File: config.mk
export PLATFORM = sky130hd
export DESIGN_NAME = serial_byte_feeder
export DESIGN_NICKNAME = d
export VERILOG_FILES = /design/src/rtl/serial_byte_feeder.sv
export SDC_FILE = /design/constraint.sdc
export NUM_CORES = 1
export LEC_CHECK = 0
export CAP_MARGIN = 40
export CORE_UTILIZATION = 50
export CTS_BUF_LIST = sky130_fd_sc_hd__clkbuf_2
export CTS_CLUSTER_SIZE = 40
export DETAILED_ROUTE_END_ITERATION = 16
export GPL_TIMING_DRIVEN = 0
export PLACE_DENSITY_LB_ADDON = 0.12
export SETUP_SLACK_MARGIN = 0.3
export SLEW_MARGIN = 20
export SYNTH_ARGS = -nofsm -noshare
export SYNTH_HDL_FRONTEND = slang
export SYNTH_SLANG_ARGS = --single-unit
File: constraint.sdc
create_clock -name clk -period 2.5 [get_ports clk]
set_input_delay 0.375 -clock clk [delete_from_list [all_inputs] [get_ports clk]]
set_output_delay 0.375 -clock clk [all_outputs]
set_load 0.01 [all_outputs]
File: src/rtl/serial_byte_feeder.sv
`default_nettype none
// ============================================================================
// serial_byte_feeder: LSB-first serial-to-word assembler feeding a DEPTH-entry
// FIFO that hands words to the detector over a ready/sent handshake.
// Revision 1.0
// ============================================================================
module serial_byte_feeder #(
  parameter int WIDTH = 8,
  parameter int DEPTH = 4
) (
  input  logic                   clk,
  input  logic                   reset,
  input  logic                   bit_in,
  input  logic                   bit_valid,
  input  logic                   frame_sync,
  input  logic                   ready,
  output logic [WIDTH-1:0]       data,
  output logic                   sent,
  output logic [$clog2(DEPTH):0] count,
  output logic                   full,
  output logic                   busy,
  output logic                   overflow
);

  localparam int PW = $clog2(DEPTH);
  localparam int CW = $clog2(WIDTH);
  localparam logic [CW-1:0] LAST_BIT = CW'(WIDTH - 1);
  localparam logic [PW:0]   FULL_CNT = (PW+1)'(DEPTH);

  typedef enum logic [0:0] {
    HUNT  = 1'b0,
    SHIFT = 1'b1
  } state_t;

  state_t            state_q, state_d;
  logic [WIDTH-1:0]  shreg_q, shreg_d;
  logic [CW-1:0]     bitcnt_q, bitcnt_d;
  logic [WIDTH-1:0]  mem_q [DEPTH];
  logic [WIDTH-1:0]  mem_d [DEPTH];
  logic [PW-1:0]     wr_ptr_q, wr_ptr_d;
  logic [PW-1:0]     rd_ptr_q, rd_ptr_d;
  logic [PW:0]       count_q, count_d;
  logic              overflow_q, overflow_d;

  logic              push;
  logic [WIDTH-1:0]  push_word;
  logic              pop;
  logic              accept;

  // Assembler: frame_sync always restarts a word, even mid-word
  always_comb begin
    state_d   = state_q;
    shreg_d   = shreg_q;
    bitcnt_d  = bitcnt_q;
    push      = 1'b0;
    push_word = '0;
    if (bit_valid) begin
      if (frame_sync) begin
        shreg_d[0] = bit_in;
        bitcnt_d   = CW'(1);
        state_d    = SHIFT;
      end else if (state_q == SHIFT) begin
        shreg_d[bitcnt_q] = bit_in;
        if (bitcnt_q == LAST_BIT) begin
          push      = 1'b1;
          push_word = {bit_in, shreg_q[WIDTH-2:0]};
          bitcnt_d  = '0;
          state_d   = HUNT;
        end else begin
          bitcnt_d = bitcnt_q + CW'(1);
        end
      end
    end
  end

  // A pop on the same edge frees the slot, so a push while full is only dropped without one
  always_comb begin
    pop        = sent && ready;
    accept     = push && (!full || pop);
    mem_d      = mem_q;
    wr_ptr_d   = wr_ptr_q;
    rd_ptr_d   = rd_ptr_q;
    count_d    = count_q;
    overflow_d = overflow_q | (push & full & ~pop);
    if (accept) begin
      mem_d[wr_ptr_q] = push_word;
      wr_ptr_d        = wr_ptr_q + PW'(1);
    end
    if (pop) begin
      rd_ptr_d = rd_ptr_q + PW'(1);
    end
    case ({accept, pop})
      2'b10:   count_d = count_q + (PW+1)'(1);
      2'b01:   count_d = count_q - (PW+1)'(1);
      default: count_d = count_q;
    endcase
  end

  always_ff @(posedge clk) begin
    if (reset) begin
      state_q    <= HUNT;
      shreg_q    <= '0;
      bitcnt_q   <= '0;
      mem_q      <= '{default: '0};
      wr_ptr_q   <= '0;
      rd_ptr_q   <= '0;
      count_q    <= '0;
      overflow_q <= 1'b0;
    end else begin
      state_q    <= state_d;
      shreg_q    <= shreg_d;
      bitcnt_q   <= bitcnt_d;
      mem_q      <= mem_d;
      wr_ptr_q   <= wr_ptr_d;
      rd_ptr_q   <= rd_ptr_d;
      count_q    <= count_d;
      overflow_q <= overflow_d;
    end
  end

  assign sent     = (count_q != '0);
  assign full     = (count_q == FULL_CNT);
  assign data     = sent ? mem_q[rd_ptr_q] : '0;
  assign count    = count_q;
  assign busy     = (state_q == SHIFT);
  assign overflow = overflow_q;

endmodule
`default_nettype wire
# Word level (Yosys, flattened, before mapping)
# Cells that the tools add are included.
# Widths: inputs -> output; s select.
# classes
addsub	5
n_lt_le_gt_ge	5
n_eq_ne	4
muxes	27
bitwise_logic	7
n_reduce_logical	11
# op_table
operator	n
$mux 8	8
$bwmux 32	1
$bmux 8 s2	1
$demux 8 s2	1
$mux 1	10
$mux 3	3
$bwmux 8	1
$add 3x1->3 const B	2
$eq 3x3->1 const B	2
$ge 3x3->1 const B	2
$not 2->3	2
$pmux 3 s2	1
$add 2x1->2 const B	2
$logic_and 1x1->1	4
$lt 3x4->1 const B	1
$reduce_bool 2->1	2
$demux 1 s3	1
$ge 3x1->1 const B	1
$lt 3x1->1 const B	1
$reduce_and 3->1	1
$reduce_bool 3->1	1
$sub 3x1->3 const B	1
$and 1x1->1	2
$eq 2x1->1 const B	1
other kinds (6)	7
# word_totals
reg_bits	52
input_bits	6
wordCells	71

# Longest topological paths before layout
# Gate-level depths: netlist of the first run.
# logic_depth
ltp_word	8
ltp_mapped	11

# Worst setup path after synthesis of the first run
# No wires, ideal clock.
# synth_path
kind	reg-to-reg
start	register bitcnt_q[0]
end	register count_q[2], in the netlist count[2]
t_arrival_ps	2341
t_required_ps	2430
slack_ps	89
stages_incl_launch_ff	12
cell_sequence	dfxtp_1 -> ha_1 -> ha_1 -> and4b_1 -> buf_2 -> nand2_1 -> ha_1 -> inv_1 -> fa_1 -> xor2_1 -> or3_1 -> a21oi_1
# synth_between
elab_chain_cells	8
elab_cells_between_ends	10
cone_classes	3 x eq/ne; 5 x mux; 2 x reduce/logical
# synth_rtl
item	line	source
start, declared	37	logic [CW-1:0] bitcnt_q, bitcnt_d;
start signal, assigned	112	bitcnt_q <= bitcnt_d;
$eq 3x3->1 (*)	64	if (bitcnt_q == LAST_BIT) begin
$mux 1 (*)	64	
$mux 1 (*)	62	end else if (state_q == SHIFT) begin
$mux 1 (*)	58	if (frame_sync) begin
$mux 1 (*)	57	if (bit_valid) begin
$logic_and 1x1->1 (*)	79	accept = push && (!full || pop);
$eq 2x1->1 / $eq 2x2->1 (equally long branches)	92	case ({accept, pop})
$pmux 3 s2 / $reduce_bool 2->1 (equally long branches)	-	
end signal, assigned	116	count_q <= count_d;
end, declared	42	logic [PW:0] count_q, count_d;
# Every way passes the cells marked *; elsewhere a longest branch is shown, timed or not.
# A chain may end at the register's enable or synchronous reset.

# Worst setup path after layout of the first run
# layout_path
start	register count_q[1], in the netlist count[1]
end	register count_q[2], in the netlist count[2]
# layout_between
elab_chain_cells	6
elab_cells_between_ends	12
cone_classes	2 x add/sub; 3 x eq/ne; 1 x mux; 6 x reduce/logical
# layout_rtl
item	line
$eq 3x3->1 / $reduce_bool 3->1 (equally long branches)	122, 121
$logic_not 1->1 / $logic_and 1x1->1 (equally long branches)	79, 78
$logic_or 1x1->1	79
$logic_and 1x1->1	79
$eq 2x1->1 / $eq 2x2->1 (equally long branches)	92
$pmux 3 s2 / $reduce_bool 2->1 (equally long branches)	-
# Parallel ways exist; a longest one is shown, timed or not.

==> reports/metrics.yaml, run 1 <==
met3_length_um: 149
grt_pass1_wl_mm: 8.542
hold_class: "input port to register"
fin_crit_sh_pct: 89.28
worstPathMaxFanout: 4
p_leak_nw: 1.301
design_area_um2: 3012
endpoint_kind: "register"
synth_area_um2: 2485
startpoint_type: "register"
r2r_slack_ns: 0.27
synth_cell_types: 33
hpwl_mm: 3.361
firstDrtPassIters: 4
finalSetupViolCount: 0
grt_overflow: 0
synth_seq_cells: 51
tns_ns: 0
p_total_mw: 1.211
detail_route.wl_per_cell_um: 15.12
syn_to_final_growth_pct: 21.20
coreArea_um2: 4755
grt_setup_unrepaired: "true"
dieArea_um2: 5256
cp.required_ns: 2.88
synth_nets: 245
synthCells: 231
dpl_cell_area_um2: 2809
die_w_um: 72.50
place_congestion: 0.7413
drv_cap: 0
synth_top_area_cell: "dfxtp_1"
wl_met1_mm: 2.446
drive_gt1_share_pct: 22.96
hold_violations: 0
period_needed_ns: 2.232
synth-edff-count: 0
hold_buffers: 0
path_clk_slew_ns: 0.24
grt_max_degree: 17
synth_most_common_cell: "dfxtp_1"
worstMarginPinSlew_ns: 0.5072
p_per_area_nw_per_um2: 402.0
arrival_ns: 2.61
nFillCells: 415
rows: 25
synth_top_area_share_pct: 41.09
status: "finished, final reports clean"
layout.nets: 283
antenna_left: 0
fin_skew_ns: 0.03570
synth_commonest_cells: "51 x dfxtp_1, 40 x nand2b_1, 39 x mux2i_1, 10 x nor2_1"
cts_max_path_buffers: 2
dp_slack_ns: -0.3050
hold-path-cell-count: 3
async_flop_share_pct: 0
cts_tree: "built"
cts.sinks: 51
yosys-top-cells-area: "dfxtp_1 41%, mux2i_1 16%, nand2b_1 10%"
min_to: "bitcnt_q[0]"
h-tree-depth: 2
fmax_mhz: 448.0
cts_made_buffers: 5
start_util_pct: 52.26
insertion_delay_ns: 0.46
route.detailed.drc: 0
ir_drop_mv: 0.2940
synth.avg_cell_area_um2: 10.76
antenna_found_initial: 0
min-delay-start: "bit_valid"
viasPerCell: 5.142
n_antenna_cell: 0
r2r-end: "count[2]"
drtIter0Drc: 68
fin_ws_ns: 0.2679
drv_slew: 0
top_layer: "met4"
root_buffer: "clkbuf_2"
criticalPathCategory: "register to register"
seq_area_frac_synth_pct: 41.09
yosys_warnings: 0
drt-total-wl_mm: 5.096
dieHeight_um: 72.50
num_vias: 1733
ios: 21
holdWs_ns: 0.2461
grt_usage_pct: 21.80
grt_pass1_vias: 1738
rr_worst_depth: 9
synth_top_flop_cell: "dfxtp_1"
worstReg2RegStart: "count[1]"
portBuffers: 19
wl_met2_mm: 2.435
relSlewSlack_pct: 66.19
==> worst max path at each step <==
stage | slack, ns | endpoint | depth (start not counted) | start
2_1_floorplan | 0.25 | count[2] | 9 | ready
3_3_place_gp | -0.30 | count[2] | 10 | ready
3_5_place_dp | -0.31 | count[2] | 10 | ready
4_1_cts | 0.26 | count[2] | 9 | count[1]
5_1_grt | 0.20 | count[2] | 9 | count[1]
6_report | 0.27 | count[2] | 9 | count[1]
==> metal layers <==
metal	track usage [%]	vias to the layer above
li1	-	883
met1	28.16	821
met2	36.34	23
met3	4.583	6
met4	7.190	0
met5	0	-
==> stage by stage <==
stage                     util (%)  cells
final                        63.34    337
after global routing         63.34    337
after CTS                    62.32    335
after detailed placement     59.08    318
after global placement       58.97    317
after floorplan                  -    231
==> timing repair <==
item                       4_1_cts  5_1_grt
setup buffers                    8        2
pin swaps                        4        1
setup endpoints to repair       11       11
gates resized for setup         51        7
cloned                           1        0
==> power breakdown <==
part / internal (mW) / leakage (nW) / switching, mW / total (mW)
registers: 0.814 / 0.416 / 0.00412 / 0.818
logic: 0.0278 / 0.859 / 0.0305 / 0.0582
clock network: 0.0673 / 0.0266 / 0.267 / 0.335
==> cells in the final DEF (no fill, tap or decap), drive strengths merged, types with 2 or more instances in the layout <==
cell type	count
nand3b	2
nor4b	2
nand2b	40
xor2	4
nor2b	8
nand4b	3
mux2i	39
dfxtp	51
mux4	8
buf	24
nand3	8
a21oi	6
o21ai	6
a22oi	2
nor2	10
nand2	4
clkbuf	12
clkdlybuf4s50	9
inv	8
ha	7
clkinv	2
==> logic make-up (layout without fill, tap and decap cells) <==
logic type               count (synthesis)  in the layout  synth area share [%]
AND/OR/NAND/NOR                         85             85                 22.86
flip-flops                              51             51                 41.09
multiplexers                            47             47                 22.96
buffers and inverters                   19             58                 3.323
AO/OA/AOI/OAI                           17             17                 4.028
adder cells (fa/ha/maj)                  8              8                 4.330
XOR/XNOR                                 4              4                 1.410
==> sequential cells by signal (all words and copies together) (netlist names) <==
register,count
mem_q,32
shreg_q,7
bitcnt_q,3
count,3
rd_ptr_q,2
wr_ptr_q,2
busy,1
overflow,1
==> layout make-up <==
| class | count | area, µm² | share of cell area (%) |
|---|---|---|---|
| plain buffers | 11 | 78.83 | 2.617 |
| clock buffers | 5 | 25.02 | 0.8309 |
| clock inverters | 3 | 20.02 | 0.6647 |
| inverters | 8 | 30.03 | 0.9971 |
| multi-input cells | 161 | 1456 | 48.36 |
| flip-flops and latches | 51 | 1044 | 34.65 |
| well taps | 67 | 83.83 | 2.784 |
| repair buffers | 31 | 274.0 | 9.098 |
==> worst max-delay path: stages, from the launching register on <==
cell and delay [ns]:
dfxtp_4 0.41, or4b_4 0.52, buf_8 0.14, nand2_4 0.05
ha_4 0.13, inv_2 0.03, fa_2 0.32, xor2_1 0.15
or3_1 0.32, a21oi_2 0.11
No activity file was read; power rests on OpenSTA's default activity.
==> run 2: changes to the inputs <==
--- a/config.mk
+++ b/config.mk
@@ -6,6 +6,7 @@
 export NUM_CORES = 1
 export LEC_CHECK = 0
 export CAP_MARGIN = 40
+export CORE_ASPECT_RATIO = 1.25
 export CORE_UTILIZATION = 50
 export CTS_BUF_LIST = sky130_fd_sc_hd__clkbuf_2
 export CTS_CLUSTER_SIZE = 40
==> run 2 against run 1 <==
Against the previous run:
- clock power is 6.3% lower
- clock skew down 0.026 ns
- die area is essentially flat
- largest power group unchanged
- setup slack worse by 0.024 ns
- wire length shrank 0.77%
- global-route usage down 0.13 points
- sequential cell count unchanged
- utilization grew 0.50 points
- count of clock-buffer cells in the layout rose by 1
- critical path depth stayed put
- non-clock buffer count increased by 6
==> reports/metrics.yaml, run 2 (synthesis gave the netlist of run 1 again) <==
status: "finished, final reports clean"
crit_family: "simple AND/OR/NAND/NOR gates"
grt_max_degree: 15
route.detailed.drc: 0
drive_gt1_share_pct: 24.28
hold_violations: 0
period_needed_ns: 2.256
layout.cells.most_common: "dfxtp_1"
path_buf_inv: 2
grt_usage_pct: 21.67
cts_made_buffers: 5
fmax_mhz: 443.3
worstReg2RegStart: "count[1]"
relSlewSlack_pct: 65.03
dpl_cell_area_um2: 2800
antenna_left: 0
firstDrtPassIters: 4
path_clk_slew_ns: 0.24
fin_skew_ns: 0.009471
cts_tree: "built"
cts_max_path_buffers: 2
syn_to_final_growth_pct: 22.41
cp_num_cells: 9
min-delay-start: "bit_valid"
design_area_um2: 3042
detail_route.wl_per_cell_um: 15.05
reg_top3: "mem_q x32, shreg_q x7"
arrival_ns: 2.63
worstMarginPinSlew_ns: 0.5173
setup.worst_path.start: "count[1]"
grt_overflow: 0
final_cells: 336
hpwl_mm: 3.282
fin_crit_sh_pct: 90.23
start_util_pct: 52.15
drt-total-wl_mm: 5.057
cp.required_ns: 2.88
hold_buffers: 0
slowest_stage: "or4b_4"
drv_slew: 0
grt_pass1_wl_mm: 8.507
coreArea_um2: 4765
crit_chain: "or4b_4 -> buf_8 -> nand2_4 -> ha_4 -> inv_2 -> fa_2 -> xor2_1 -> or3_1 -> a21oi_2"
drv_cap: 0
num_vias: 1787
grt_pass1_vias: 1730
finalSetupViolCount: 0
ir_drop_mv: 0.3757
grt_setup_unrepaired: "true"
top_register: "mem_q"
antenna_found_initial: 0
dp_slack_ns: -0.3175
root_buffer: "clkbuf_2"
p_per_area_nw_per_um2: 391.3
rr_worst_depth: 9
fin_ws_ns: 0.2442
tns_ns: 0
ios: 21
hold-path-cell-count: 3
dieHeight_um: 80.82
h-tree-depth: 2
cts.sinks: 51
layout.nets: 289
drtIter0Drc: 47
rows: 28
numPlacedInstances: 311
startpoint_type: "register"
viasPerCell: 5.318
worstPathMaxFanout: 2
hold_class: "input port to register"
insertion_delay_ns: 0.42
die_w_um: 65.06
portBuffers: 19
critPathMaxStageDelay_ns: 0.52
n_antenna_cell: 0
dieArea_um2: 5258
p_leak_nw: 1.336
final_cell_mix: "45 x dfxtp_1, 40 x nand2b_1, 39 x mux2i_1, 15 x buf_4"
place_congestion: 0.7227
largest_reg_flops: 32
criticalPathCategory: "register to register"
endpoint_kind: "register"
==> run 2: final cells by class <==
type,instances,area (µm²)
fill,410,1723
timing repair buffer,37,316.6
clock inverter,2,7.507
tap,60,75.07
multi-input combinational,161,1460
sequential,51,1044
clock buffer,6,30.03
buffer,11,78.83
inverter,8,30.03
==> run 2: tightest hold or removal path: stages <==
cell,delay (ns)
buf_2,0.14
o21ai_0,0.08
a21oi_1,0.07
==> run 2: per-stage QoR <==
step	util, %	total power, mW	hold slack, ns
4_1_cts	62.84	1.204	0.2419
2_1_floorplan	-	0.8708	0.4493
5_1_grt	63.84	1.235	0.2466
6_report	63.84	1.190	0.2563
3_3_place_gp	58.67	0.8936	0.4511
3_5_place_dp	58.77	0.8937	0.4620
==> run 2: power breakdown <==
group | switching [mW] | total, mW | internal [mW]
Clock | 0.247 | 0.314 | 0.0673
Combinational | 0.0299 | 0.0580 | 0.0281
Sequential | 0.00440 | 0.818 | 0.813
Total | 0.281 | 1.19 | 0.909
==> run 2: final timing paths <==
check | slack, ns | end
min | 0.26 | bitcnt_q[0]
max | 0.24 | count[2]
max reg2reg | 0.24 | count[2]
min reg2reg | 0.49 | mem_q[3]
==> run 2: layer usage <==
metal  vias to the layer above  wire, µm  GRT usage (%)
met5                         -         0              0
met4                         0        59          5.870
met3                         5       102          4.635
met2                        14      2530          36.56
met1                       871      2365          27.99
li1                        897         -              -
==> run 2: what timing repair did <==
action	4_1_cts	5_1_grt
gates cloned	1	0
setup endpoints to repair	11	9
setup buffers	13	3
gates resized for setup	50	6
pin swaps	4	1
==> run 3: changes to the inputs <==
--- a/config.mk
+++ b/config.mk
@@ -7,7 +7,7 @@
 export LEC_CHECK = 0
 export CAP_MARGIN = 40
 export CORE_ASPECT_RATIO = 1.25
-export CORE_UTILIZATION = 50
+export CORE_UTILIZATION = 27
 export CTS_BUF_LIST = sky130_fd_sc_hd__clkbuf_2
 export CTS_CLUSTER_SIZE = 40
 export DETAILED_ROUTE_END_ITERATION = 16
==> run 3 against run 2 <==
Against the previous run:
- global-route usage fell by 7.7 points
- cell area rose by 2.5%
- largest cell class unchanged
- sequential power barely moved
- sequential cell count did not move
==> reports/metrics.yaml, run 3 (synthesis gave the netlist of run 1 again) <==
dieArea_um2: 9593
drv_cap: 0
fin_crit_sh_pct: 91.84
hpwl_mm: 3.834
ir_drop_mv: 0.1717
swShare_pct: 25.61
rows: 38
grt_usage_pct: 14.01
nFillCells: 925
n_antenna_cell: 0
endpoint_kind: "register"
numPlacedInstances: 370
p_per_area_nw_per_um2: 392.5
met3_length_um: 111
path_clk_slew_ns: 0.27
antenna_left: 0
intPower_uw: 909.9
finalSetupViolCount: 0
power.switching_uw: 313.3
clkPwrFrac_pct: 28.2
drive_gt1_share_pct: 24.07
die_w_um: 87.81
largest_reg_flops: 32
detail_route.wl_per_cell_um: 15.76
hold_violations: 0
cts_tree: "built"
grt_setup_unrepaired: "true"
root_buffer: "clkbuf_2"
crit_family: "simple AND/OR/NAND/NOR gates"
hold_class: "input port to register"
worstMarginPinSlew_ns: 0.5646
final_cell_mix: "45 x dfxtp_1, 40 x nand2b_1, 39 x mux2i_1, 11 x buf_4, 10 x nor2_1"
dp_slack_ns: -0.3010
drt-total-wl_mm: 6.145
p_leak_nw: 1.320
cp.required_ns: 2.89
viasPerCell: 4.546
slowest_stage: "or4b_4"
syn_to_final_growth_pct: 25.43
worstPathMaxFanout: 4
final_cells: 390
rr_worst_depth: 9
portBuffers: 19
dpl_cell_area_um2: 2875
startpoint_type: "input port"
route.detailed.drc: 0
layout.cells.most_common: "dfxtp_1"
grt_pass1_vias: 1872
ios: 21
drtIter0Drc: 68
num_vias: 1773
drv_slew: 0
arrival_ns: 2.69
top_register: "mem_q"
holdWs_ns: 0.2751
insertion_delay_ns: 0.43
grt_overflow: 0
criticalPathCategory: "input port to register"
h-tree-depth: 2
relSlewSlack_pct: 61.83
path_buf_inv: 3
cts_made_buffers: 5
start_util_pct: 28.25
seq_power_share_pct: 66.9
firstDrtPassIters: 4
layout.nets: 283
cp_num_cells: 10
period_needed_ns: 2.296
top_layer: "met4"
crit_chain: "clkdlybuf4s50_1 -> or4b_4 -> buf_8 -> nand2_4 -> ha_4 -> inv_2 -> fa_2 -> xor2_1 -> or3_1 -> a21oi_2"
coreArea_um2: 8796
dieHeight_um: 109.3
reg_top3: "mem_q x32, shreg_q x7"
wl_met1_mm: 2.791
fmax_mhz: 435.6
fin_skew_ns: 0.02028
fin_ws_ns: 0.2041
wl_met2_mm: 3.175
grt_pass1_wl_mm: 9.867
cts.sinks: 51
status: "finished, final reports clean"
critPathMaxStageDelay_ns: 0.57
design_area_um2: 3117
hold-path-cell-count: 3
grt_max_degree: 17
place_congestion: 0.6837
cts_max_path_buffers: 2
antenna_found_initial: 0
combPwrFrac_pct: 5.0
-- run 3: changes by cell type in the layout (fill, tap and decap cells not counted), sizes merged --
cell,previous run,this run
buf,30,20
clkbuf,13,16
clkinvlp,0,1
dlygate4sd2,1,0
dlymetal6s2s,1,2
-- run 3: final timing paths --
kind	startpoint	end	slack, ns
hold reg to reg	mem_q[21]	mem_q[21]	0.49
hold / removal	bit_valid	bitcnt_q[0]	0.28
setup / recovery	ready	count[2]	0.20
setup reg to reg	count[1]	count[2]	0.26
-- run 3: cell type report --
class / count / area, µm² / share of cell area (%)
Buffer: 11 / 78.83 / 2.529
Clock buffer: 5 / 25.02 / 0.8029
Clock inverter: 3 / 20.02 / 0.6423
Inverter: 8 / 30.03 / 0.9635
Multi-Input combinational cell: 161 / 1475 / 47.33
Sequential cell: 51 / 1044 / 33.48
Tap cell: 120 / 150.1 / 4.817
Timing Repair Buffer: 31 / 294.0 / 9.434
-- run 3: power by group through the flow --
stage	Clock (mW)	Combinational [mW]	Sequential [mW]
after floorplan	0	0.0317	0.839
after global placement	0	0.0563	0.840
after detailed placement	0	0.0563	0.841
after CTS	0.371	0.0611	0.820
after global routing	0.405	0.0669	0.820
final	0.345	0.0607	0.818
-- run 3: repair_timing --
| item | CTS | global route |
|---|---|---|
| pin swaps | 5 | 2 |
| hold buffers | 0 | 0 |
| buffers inserted | 10 | 1 |
| gates resized for setup | 23 | 38 |
| cloned | 0 | 1 |
| endpoints found under the setup margin | 10 | 11 |
-- run 3: per-stage QoR --
step / setup TNS (ns) / power [mW] / utilization (%)
5_1_grt: 0 / 1.292 / 35.43
2_1_floorplan: 0 / 0.8708 / -
3_5_place_dp: -0.4645 / 0.8968 / 32.69
4_1_cts: 0 / 1.252 / 34.40
3_3_place_gp: -0.6563 / 0.8967 / 32.63
6_report: 0 / 1.223 / 35.43
-- run 3: layer usage --
metal / global-route usage [%] / vias up
li1: - / 883
met1: 17.16 / 868
met2: 24.86 / 17
met3: 2.498 / 5
met4: 3.864 / 0
met5: 0 / -
-- run 3: worst reg2reg max path, cell delays in order (launching register included) --
cell	delay, ns
dfxtp_4	0.41
or4b_4	0.52
buf_8	0.14
nand2_4	0.05
ha_4	0.13
inv_2	0.04
fa_2	0.33
xor2_1	0.15
or3_1	0.32
a21oi_2	0.11
